## config.mk

```make
export PLATFORM = sky130hd
export DESIGN_NAME = cpu6_ifid_queue
export DESIGN_NICKNAME = d
export VERILOG_FILES = /design/src/rtl/cpu6_ifid_queue.sv
export SDC_FILE = /design/constraint.sdc
export NUM_CORES = 1
export LEC_CHECK = 0
export ABC_AREA = 1
export BUFFER_PORTS_ARGS = -buffer_cell sky130_fd_sc_hd__buf_2
export CORE_MARGIN = 3
export CORE_UTILIZATION = 55
export CTS_BUF_LIST = sky130_fd_sc_hd__clkbuf_4 sky130_fd_sc_hd__clkbuf_8
export DETAILED_ROUTE_END_ITERATION = 10
export PLACE_DENSITY = 0.83
export SYNTH_ARGS = -nofsm -noshare
export SYNTH_HDL_FRONTEND = slang
export SYNTH_SLANG_ARGS = --single-unit
```

## constraint.sdc

```tcl
create_clock -name clk -period 9.4 [get_ports clk]
set_input_delay 1.41 -clock clk [delete_from_list [all_inputs] [get_ports clk]]
set_output_delay 1.41 -clock clk [all_outputs]
set_load 0.03 [all_outputs]
```

## src/rtl/cpu6_ifid_queue.sv

```systemverilog
// Fetch-to-decode instruction queue: circular buffer presenting the oldest
// fetched (pc, instr) to decode, flushed in one cycle on flash or reset.
module cpu6_ifid_queue #(
    parameter int CPU6_XLEN = 32,
    parameter int DEPTH     = 2,
    parameter int CNT_W     = $clog2(DEPTH) + 1
) (
    input  logic                 clk,
    input  logic                 reset,
    input  logic                 flash,
    input  logic                 stallD,
    input  logic                 fvalid,
    input  logic [CPU6_XLEN-1:0] fpc,
    input  logic [CPU6_XLEN-1:0] finstr,
    output logic                 fready,
    output logic                 validD,
    output logic [CPU6_XLEN-1:0] pcD,
    output logic [CPU6_XLEN-1:0] instrD,
    output logic [CNT_W-1:0]     count
);

    localparam int PTR_W = $clog2(DEPTH);

    logic [CPU6_XLEN-1:0] pc_mem_q    [DEPTH];
    logic [CPU6_XLEN-1:0] instr_mem_q [DEPTH];

    logic [PTR_W-1:0] wp_q, wp_d;
    logic [PTR_W-1:0] rp_q, rp_d;
    logic [CNT_W-1:0] cnt_q, cnt_d;

    logic enq;
    logic deq;

    // Ready depends on occupancy only, so a full queue never accepts even
    // when the head drains in the same cycle.
    assign fready = (cnt_q != CNT_W'(DEPTH));
    assign validD = (cnt_q != '0);
    assign count  = cnt_q;

    assign enq = fvalid & fready & ~flash;
    assign deq = validD & ~stallD & ~flash;

    assign pcD    = validD ? pc_mem_q[rp_q]    : '0;
    assign instrD = validD ? instr_mem_q[rp_q] : '0;

    always_comb begin
        wp_d  = wp_q;
        rp_d  = rp_q;
        cnt_d = cnt_q;
        if (reset || flash) begin
            wp_d  = '0;
            rp_d  = '0;
            cnt_d = '0;
        end else begin
            // Power-of-two depth lets the pointers wrap by natural overflow.
            wp_d  = wp_q + PTR_W'(enq);
            rp_d  = rp_q + PTR_W'(deq);
            cnt_d = cnt_q + CNT_W'(enq) - CNT_W'(deq);
        end
    end

    always_ff @(posedge clk) begin
        if (reset) begin
            wp_q  <= '0;
            rp_q  <= '0;
            cnt_q <= '0;
        end else begin
            wp_q  <= wp_d;
            rp_q  <= rp_d;
            cnt_q <= cnt_d;
        end
    end

    always_ff @(posedge clk) begin
        if (!reset && enq) begin
            pc_mem_q[wp_q]    <= fpc;
            instr_mem_q[wp_q] <= finstr;
        end
    end

endmodule

```

# Word-level counts from Yosys, hierarchy flattened
# Memory sizes are Yosys's and may differ from the RTL's. A register that Yosys moved wholly into a read port is not among the register bits.
# Cells that the tools add are included.
# W data, S select, Z words.
classes:
  shift: 0
  bitwise: 6
  n_reduce_logical: 5
  div: 0
  eq_ne: 1
  muxes: 6
  add_sub_neg: 4
  n_mul: 0
  magnitude_cmp: 0
op_table:
  columns: ["operator", "count"]
  rows:
  - ["$mux W32", 2]
  - ["$and A1 B1 Y1", 4]
  - ["$mux W1", 4]
  - ["$add A1 B1 Y1", 2]
  - ["$add A2 B1 Y2", 1]
  - ["$ne A2 B2 Y1 const B", 1]
  - ["$not A1 Y1", 2]
  - ["$reduce_bool A2 Y1", 1]
  - ["$reduce_or A2 Y1", 1]
  - ["$sub A2 B1 Y2", 1]
  - ["$logic_and A1 B1 Y1", 1]
  - ["$logic_not A1 Y1", 1]
  - ["$logic_or A1 B1 Y1", 1]
totals:
  rom_bits: 0
  word_cells: 27
  regBits: 4
  mem_bits_rw: 128
  memories: 2
  output_inout_bits: 68
  latch_bits: 0
mem_list:
  columns: ["memory", "depth", "word_bits", "read_ports", "rd_clocked_by_memory_dff", "write_ports", "line_no", "source"]
  rows:
  - ["instr_mem_q", 2, 32, 1, 1, 1, "25", "logic [CPU6_XLEN-1:0] instr_mem_q [DEPTH];"]
  - ["pc_mem_q", 2, 32, 1, 1, 1, "24", "logic [CPU6_XLEN-1:0] pc_mem_q [DEPTH];"]

# Longest topological paths before layout
# Gate-level depths: netlist (run 1).
depth:
  ltp_word: 6
  mapped_depth: 9
  ltp_nobuf: 9

# Least setup slack after synthesis (run 1)
# No wires, ideal clock.
synth_path:
  path_type: "input -> register"
  start: "input fvalid"
  end: "memory instr_mem_q[0][0], enable pin"
  t_required_ns: 8.835
  setup_time_ns: 0.565
  arrival_time_ns: 6.014
  path_slack_ns: 2.821
  n_path_buf: 0
  cell_stages: 4
  cell_sequence: "inv_1 -> nor2_1 -> nand2_1 -> nor3_1"
synth_between:
  elab_chain_len: 5
synth_lines:
  columns: ["element", "line_no", "source"]
  rows:
  - ["start: declaration", "12", "input logic fvalid,"]
  - ["$and A1 B1 Y1 (2 in series)", "40", "assign enq = fvalid & fready & ~flash;"]
  - ["$logic_and A1 B1 Y1", "75", "if (!reset && enq) begin"]
  - ["$mux W1", "75", null]
  - ["$mux W1 (implied by the code)", "77", "instr_mem_q[wp_q] <= finstr;"]
  - ["end: declaration", "25", null]
# No other way between the ends.

==> results of run 1 <==
[layer usage]
layer  wire (um)  global-route usage [%]  up-vias  share of wire (%)
met5           0                       0        -                  0
met4          97                    6.03        0               0.97
met3         723                    6.40        6                7.2
met2        5290                    35.2      133                 53
met1        3920                    23.2     1531                 39
li1            -                       -     1620                  -
[state kept, by name, summed over array words and instances, names as in the netlist]
register / flops
instr_mem_q: 64
count: 2
wp_q: 1
rp_q: 1
pc_mem_q: 64
[layout make-up]
| class | count | area [um2] |
|---|---|---|
| Clock buffer | 18 | 241 |
| Clock inverter | 14 | 200 |
| Fill cell | 620 | 2600 |
| Inverter | 10 | 37.5 |
| Multi-Input combinational cell | 218 | 946 |
| Sequential cell | 132 | 3930 |
| Tap cell | 108 | 135 |
| Timing Repair Buffer | 141 | 718 |
[synthesized netlist by cell type]
| cell | instances |
|---|---|
| sky130_fd_sc_hd__clkbuf_1 | 1 |
| sky130_fd_sc_hd__dfxtp_1 | 4 |
| sky130_fd_sc_hd__edfxtp_1 | 128 |
| sky130_fd_sc_hd__buf_6 | 4 |
| sky130_fd_sc_hd__inv_2 | 1 |
| sky130_fd_sc_hd__buf_4 | 6 |
| sky130_fd_sc_hd__inv_1 | 9 |
| sky130_fd_sc_hd__nand2_1 | 136 |
| sky130_fd_sc_hd__buf_2 | 9 |
| sky130_fd_sc_hd__nor2_1 | 8 |
| sky130_fd_sc_hd__a21oi_1 | 67 |
| sky130_fd_sc_hd__nor3_1 | 2 |
| sky130_fd_sc_hd__nand3_1 | 3 |
| sky130_fd_sc_hd__ha_1 | 2 |
[how the worst max path moves through the flow]
| stage | end |
|---|---|
| floorplan | instr_mem_q[0][0] |
| global placement | pc_mem_q[1][17] |
| detailed placement | pc_mem_q[1][17] |
| CTS | pcD[25] |
| global route | instrD[9] |
| finish | pcD[25] |
[worst reg2reg max path, delay by kind of cell (launching register included)]
| kind | cells | cell delay (ns) |
|---|---|---|
| DFF | 1 | 0.44 |
| buffers and inverters | 2 | 0.60 |
| and+or+nand+nor | 3 | 1.03 |
[power by group through the flow]
| stage | logic (mW) | registers (mW) | clock network (mW) |
|---|---|---|---|
| global placement | 0.0681 | 0.672 | 0 |
| floorplan | 0.0384 | 0.674 | 0 |
| global route | 0.0764 | 0.660 | 0.556 |
| detailed placement | 0.0706 | 0.672 | 0 |
| CTS | 0.0707 | 0.659 | 0.526 |
| finish | 0.0702 | 0.659 | 0.517 |
[metrics by stage]
step / power [mW] / cell area [um2]
floorplan: 0.712 / 5030
global placement: 0.740 / 5760
detailed placement: 0.743 / 5760
CTS: 1.26 / 6200
global route: 1.29 / 6200
finish: 1.25 / 6200
[cell families (layout without fill, tap and decap cells)]
group	count (synthesis)	count (layout)	synth area share (%)
AOI/OAI and AO/OA	67	67	6.67
adders and majority gates	2	2	0.498
buffers and inverters	30	183	3.51
DFF	132	132	78.1
and+or+nand+nor	149	149	11.3
==> results.sh, run 1 <==
export IMPL_status="completed"
export IMPL_postSynthCellCount=380
export IMPL_number_of_drc_violations_after_detailed_routing=0
export IMPL_timing_max_transition_violations_final=0
export IMPL_clock_sinks=132
export IMPL_final_period_utilization_pct=37.8
export IMPL_timing_rr_end="instr_mem_q[1][15]"
export IMPL_path_cells="inv_2 > nand2_1 > a21oi_1 > buf_2"
export IMPL_post_dp_hpwl_um=6200
export IMPL_critical_path_cell_count=4
export IMPL_layout_cells_non_filler=641
export IMPL_critical_path_max_stage_delay_ns=0.79
export IMPL_crit_path_max_fanout=64
export IMPL_min_delay_worst_endpoint="wp_q"
export IMPL_final_setup_tns_ns=0
export IMPL_drv_cap=0
export IMPL_cp_slowest_cell="sky130_fd_sc_hd__inv_2"
export IMPL_final_hold_violation_count=0
export IMPL_achievable_frequency_ghz=0.281
export IMPL_postCtsResizedCells=0
export IMPL_clock_tree_root_cell="sky130_fd_sc_hd__clkbuf_8"
export IMPL_critical_path_n_buffers_inverters=2
export IMPL_post_drt_via_cell_ratio=5.13
export IMPL_detailroute_via_count=3290
export IMPL_synth_warning_count=0
export IMPL_path_delay_family="buffers and inverters"
export IMPL_io_buffers=136
export IMPL_p_leak_nw=2.53
export IMPL_clock_buffers_created_by_tritoncts=17
export IMPL_reg2reg_from="count[0]"
export IMPL_power_switching_mw=0.273
export IMPL_layout_nets=591
export IMPL_drt_wirelength_per_cell_um=15.7
export IMPL_post_cts_setup_buffer_count=0
export IMPL_unrepaired_setup_endpoints_after_global_routing="false"
export IMPL_grt_max_degree=67
export IMPL_synth_net_count=451
export IMPL_internal_power_mw=0.974
export IMPL_io_pins=137
export IMPL_grt_antenna_before_repair=0
export IMPL_hp_class="flip-flop to flip-flop"
export IMPL_critPathArrivalTime_ns=2.14
export IMPL_power_density_cell_area_nw_per_um2=201
export IMPL_global_route_overflow_total=0
export IMPL_areaGrowthSynthToFinish_pct=23.4
export IMPL_class_of_the_most_critical_setup_path="flip-flop to output port"
export IMPL_syn_mean_instance_area_um2=13.2
export IMPL_cts_tree="built"
export IMPL_worst_setup_path_startpoint="rp_q"
export IMPL_globalplace_congestion=0.853
export IMPL_drive_gt1_share_pct=33.4
export IMPL_cp_end_kind="output port"
export IMPL_die_w_um=102
export IMPL_dp_slack_ns=5.84
export IMPL_initial_utilization_pct=57.1
export IMPL_num_rows=34
export IMPL_whs_ns=0.550
export IMPL_netlist_area_um2=5030
export IMPL_worst_slew_pin_slew_ns=1.11
export IMPL_crit_required_ns=7.99
export IMPL_finalWorstPathRequiredPeriod_ns=3.55
export IMPL_ctsHoldBuffers=0
export IMPL_start_kind="flip-flop"
export IMPL_grt_pass1_wl_um=15600
export IMPL_vdd_ir_drop_worst_v=0.000143
export IMPL_timing_hold_worst_start="wp_q"
export IMPL_drtIter0Drc=133
export IMPL_routed_wl_um=10000
export IMPL_skew_ns=0.0126
export IMPL_clk_latency_ns=0.42
export IMPL_clock_tree_buf_depth=2
export IMPL_die_area_um2=10300
export IMPL_postRouteAntennaNets=0
export IMPL_clock_pin_slew_of_the_registers_on_the_worst_case_setup_and_hold_paths_ns=0.08
export IMPL_worst_slack_setup_final_ns=5.85
export IMPL_ff2ff_path_depth=5
export IMPL_synth_area_leader_cell="sky130_fd_sc_hd__edfxtp_1"
export IMPL_p_comb_share_pct=5.6
export IMPL_diodes=0
export IMPL_sequential_fraction_of_the_synthesis_area_pct=78.1
export IMPL_netSwitchingFraction_pct=21.9
export IMPL_fin_util_pct=70.4
export IMPL_cts_htree_levels=4
export IMPL_drt_first_pass_iters=4
export IMPL_setup_reg_to_reg_worst_slack_ns=6.98
export IMPL_die_h_um=102
export IMPL_synth_top_cell_area_share_pct=76.5
export IMPL_grtUsageTotal_pct=19.9
export IMPL_final_cell_mix="sky130_fd_sc_hd__nand2_1 (136), sky130_fd_sc_hd__buf_2 (136), sky130_fd_sc_hd__edfxtp_1 (128)"
export IMPL_slew_headroom_pct=25.9
export IMPL_core_area_um2=8810
export IMPL_first_global_vias=3235
export IMPL_power_share_clock_pct=41.5
export IMPL_post_synth_num_cell_types=14
export IMPL_hold_path_depth=2
export IMPL_seqPwrFrac_pct=52.9
export IMPL_synthTopCellsByArea="sky130_fd_sc_hd__edfxtp_1 (76%), sky130_fd_sc_hd__nand2_1 (10%), sky130_fd_sc_hd__a21oi_1 (6.7%)"
export IMPL_timing_final_setup_violations=0
export IMPL_yosys_register_bits=132
export IMPL_post_place_cells=609
No activity file was read; power rests on OpenSTA's default activity.
==> run 2: changes to the inputs <==
Settings changed: ABC_AREA 1 to 0, CORE_UTILIZATION 55 to 54, PLACE_DENSITY 0.83 to 0.82.
Clock period 9.4 ns to 3.31 ns, I/O delays scaled along.
==> run 2 against run 1 <==
  * Cell area increased by 1.3%
  * Synthesized cell count fell by 22%
  * Die area increased by 2.2%
  * Total power increased to 2.8 times the previous value
  * Critical path depth unchanged
  * Sequential cell count did not move
  * Combinational power rose to 3.0 times the previous value
  * Final cell count fell by 12%
  * Largest cell class unchanged
  * Sequential power grew to 2.9 times the previous value
  * First-iteration DRC count down 7.5%
==> results.sh, run 2 <==
export IMPL_finalWorstPathRequiredPeriod_ns=2.55
export IMPL_synth_area_leader_cell="sky130_fd_sc_hd__edfxtp_1"
export IMPL_final_cell_mix="sky130_fd_sc_hd__buf_2 (136), sky130_fd_sc_hd__edfxtp_1 (128), sky130_fd_sc_hd__nor2_1 (65)"
export IMPL_initial_utilization_pct=56.8
export IMPL_worst_slack_setup_final_ns=0.762
export IMPL_clock_tree_root_cell="sky130_fd_sc_hd__clkbuf_8"
export IMPL_mostFrequentLayoutCell="sky130_fd_sc_hd__buf_2"
export IMPL_timing_max_transition_violations_final=0
export IMPL_skew_ns=0.0100
export IMPL_clock_buffers_created_by_tritoncts=17
export IMPL_detailroute_via_count=2853
export IMPL_io_buffers=136
export IMPL_p_leak_nw=2.36
export IMPL_first_global_vias=2939
export IMPL_class_of_the_most_critical_setup_path="flip-flop to output port"
export IMPL_vdd_ir_drop_worst_v=0.000361
export IMPL_areaGrowthSynthToFinish_pct=24.4
export IMPL_critPathArrivalTime_ns=2.05
export IMPL_status="completed"
export IMPL_drtIter0Drc=123
export IMPL_yosys_register_bits=132
export IMPL_hp_class="primary input to flip-flop"
export IMPL_postCtsResizedCells=0
export IMPL_number_of_drc_violations_after_detailed_routing=0
export IMPL_global_route_overflow_total=0
export IMPL_crit_required_ns=2.81
export IMPL_drt_first_pass_iters=4
export IMPL_grt_antenna_before_repair=0
export IMPL_start_kind="flip-flop"
export IMPL_achievable_frequency_ghz=0.392
export IMPL_die_h_um=103
export IMPL_final_cell_area_um2=6280
export IMPL_post_drt_via_cell_ratio=5.08
export IMPL_globalplace_congestion=0.744
export IMPL_timing_final_setup_violations=0
export IMPL_clk_latency_ns=0.41
export IMPL_io_pins=137
export IMPL_dp_slack_ns=1.15
export IMPL_synth_top_cell_area_share_pct=76.1
export IMPL_grt_pass1_wl_um=14300
export IMPL_die_area_um2=10600
export IMPL_clock_pin_slew_of_the_registers_on_the_worst_case_setup_and_hold_paths_ns=0.07
export IMPL_post_dp_hpwl_um=6310
export IMPL_clock_sinks=132
export IMPL_final_setup_tns_ns=0
export IMPL_critical_path_max_stage_delay_ns=0.72
export IMPL_drive_gt1_share_pct=38.5
export IMPL_postRouteAntennaNets=0
export IMPL_power_mw=3.48
export IMPL_synth_warning_count=0
export IMPL_async_sr_flop_fraction_pct=0
export IMPL_layout_cells_non_filler=562
export IMPL_fillers=596
export IMPL_critical_path_n_buffers_inverters=2
export IMPL_drt_wirelength_per_cell_um=16.7
export IMPL_clock_tree_buf_depth=2
export IMPL_final_hold_violation_count=0
export IMPL_layout_nets=513
export IMPL_routed_wl_um=9380
export IMPL_worst_slew_pin_slew_ns=0.626
export IMPL_num_rows=34
export IMPL_cp_slowest_cell="sky130_fd_sc_hd__dfxtp_4"
export IMPL_post_synth_num_cell_types=22
export IMPL_unrepaired_setup_endpoints_after_global_routing="false"
export IMPL_power_density_cell_area_nw_per_um2=553
export IMPL_post_synth_most_frequent_cells="sky130_fd_sc_hd__edfxtp_1 (128), sky130_fd_sc_hd__nor2_1 (65), sky130_fd_sc_hd__mux2i_1 (64)"
export IMPL_grt_max_degree=47
export IMPL_synth_ff_type="sky130_fd_sc_hd__edfxtp_1"
export IMPL_die_w_um=103
export IMPL_path_delay_family="flip-flops"
export IMPL_synth_edf_count=128
export IMPL_postSynthCellCount=295
export IMPL_netlist_area_um2=5050
export IMPL_cts_tree="built"
export IMPL_grtUsageTotal_pct=18.6
export IMPL_post_place_cells=531
export IMPL_slew_headroom_pct=58.2
export IMPL_final_period_utilization_pct=77.0
export IMPL_syn_mean_instance_area_um2=17.1
export IMPL_core_area_um2=8890
export IMPL_post_cts_setup_buffer_count=0
export IMPL_cts_htree_levels=4
export IMPL_diodes=0
export IMPL_path_cells="buf_12 > mux2i_1 > nor2_1 > buf_2"
export IMPL_sequential_fraction_of_the_synthesis_area_pct=77.7
export IMPL_synth_net_count=366
export IMPL_dpl_cell_area_um2=5860
export IMPL_cp_end_kind="output port"
export IMPL_crit_path_max_fanout=35
export IMPL_synthMostInstantiatedCell="sky130_fd_sc_hd__edfxtp_1"
export IMPL_drv_cap=0
export IMPL_synthTopCellsByArea="sky130_fd_sc_hd__edfxtp_1 (76%), sky130_fd_sc_hd__mux2i_1 (13%), sky130_fd_sc_hd__nor2_1 (4.8%)"
export IMPL_ctsHoldBuffers=0
## run 2: cell count changes after synthesis, moves of 4 or more
cell and delta:
sky130_fd_sc_hd__nand2_1 -135, sky130_fd_sc_hd__buf_4 -4, sky130_fd_sc_hd__inv_1 -7, sky130_fd_sc_hd__a21oi_1 -67
sky130_fd_sc_hd__nor2_1 +57, sky130_fd_sc_hd__mux2i_1 +64
## run 2: worst register-to-register path, cell delays in order, from the launching register on
cell,delay (ns)
sky130_fd_sc_hd__dfxtp_1,0.38
sky130_fd_sc_hd__nor2_4,0.53
sky130_fd_sc_hd__nor3_1,0.12
sky130_fd_sc_hd__ha_1,0.30
sky130_fd_sc_hd__inv_1,0.04
sky130_fd_sc_hd__ha_1,0.18
sky130_fd_sc_hd__xnor2_1,0.14
sky130_fd_sc_hd__xnor2_1,0.12
sky130_fd_sc_hd__and2_1,0.15
## run 2: logic make-up after synthesis
logic type	synth area share [%]
xor+xnor	0.347
fa+ha+maj	0.495
compound gates	0.421
mux	12.7
flops	77.7
simple gates	6.14
buf+inv	2.23
## run 2: path summary, 6_finish.rpt
kind	start	endpoint	slack, ns	cells past startpoint
max	rp_q	instrD[31]	0.76	4
min	fpc[20]	pc_mem_q[0][20]	0.27	1
max reg2reg	count[1]	count[1]	1.25	8
min reg2reg	wp_q	wp_q	0.58	2
## run 2: area by class of cell
| cell class | instances | area, um2 | area share, % |
|---|---|---|---|
| Sequential cell | 132 | 3930 | 62.5 |
| Multi-Input combinational cell | 147 | 1040 | 16.6 |
| Timing Repair Buffer | 142 | 751 | 11.9 |
| Clock buffer | 17 | 234 | 3.72 |
| Clock inverter | 14 | 186 | 2.97 |
| Tap cell | 108 | 135 | 2.15 |
| Inverter | 2 | 7.51 | 0.119 |
## run 2: power by group
group	switching [mW]	internal (mW)
Clock	0.570	0.812
Sequential	0.0121	1.87
Combinational	0.140	0.0743
Total	0.722	2.75
## run 2: per-layer routing
layer  vias up  track usage [%]  wire length, um
li1       1397                -                -
met1      1341             20.4             3490
met2       100             33.7             5200
met3        15             5.21              552
met4         0             8.07              131
met5         -                0                0
## run 2: stage by stage
step           hold slack, ns  util, %
2_1_floorplan           0.499        -
3_3_place_gp            0.512     65.9
3_5_place_dp            0.570     65.9
4_1_cts                 0.236     70.7
5_1_grt                 0.238     70.7
6_report                0.273     70.7
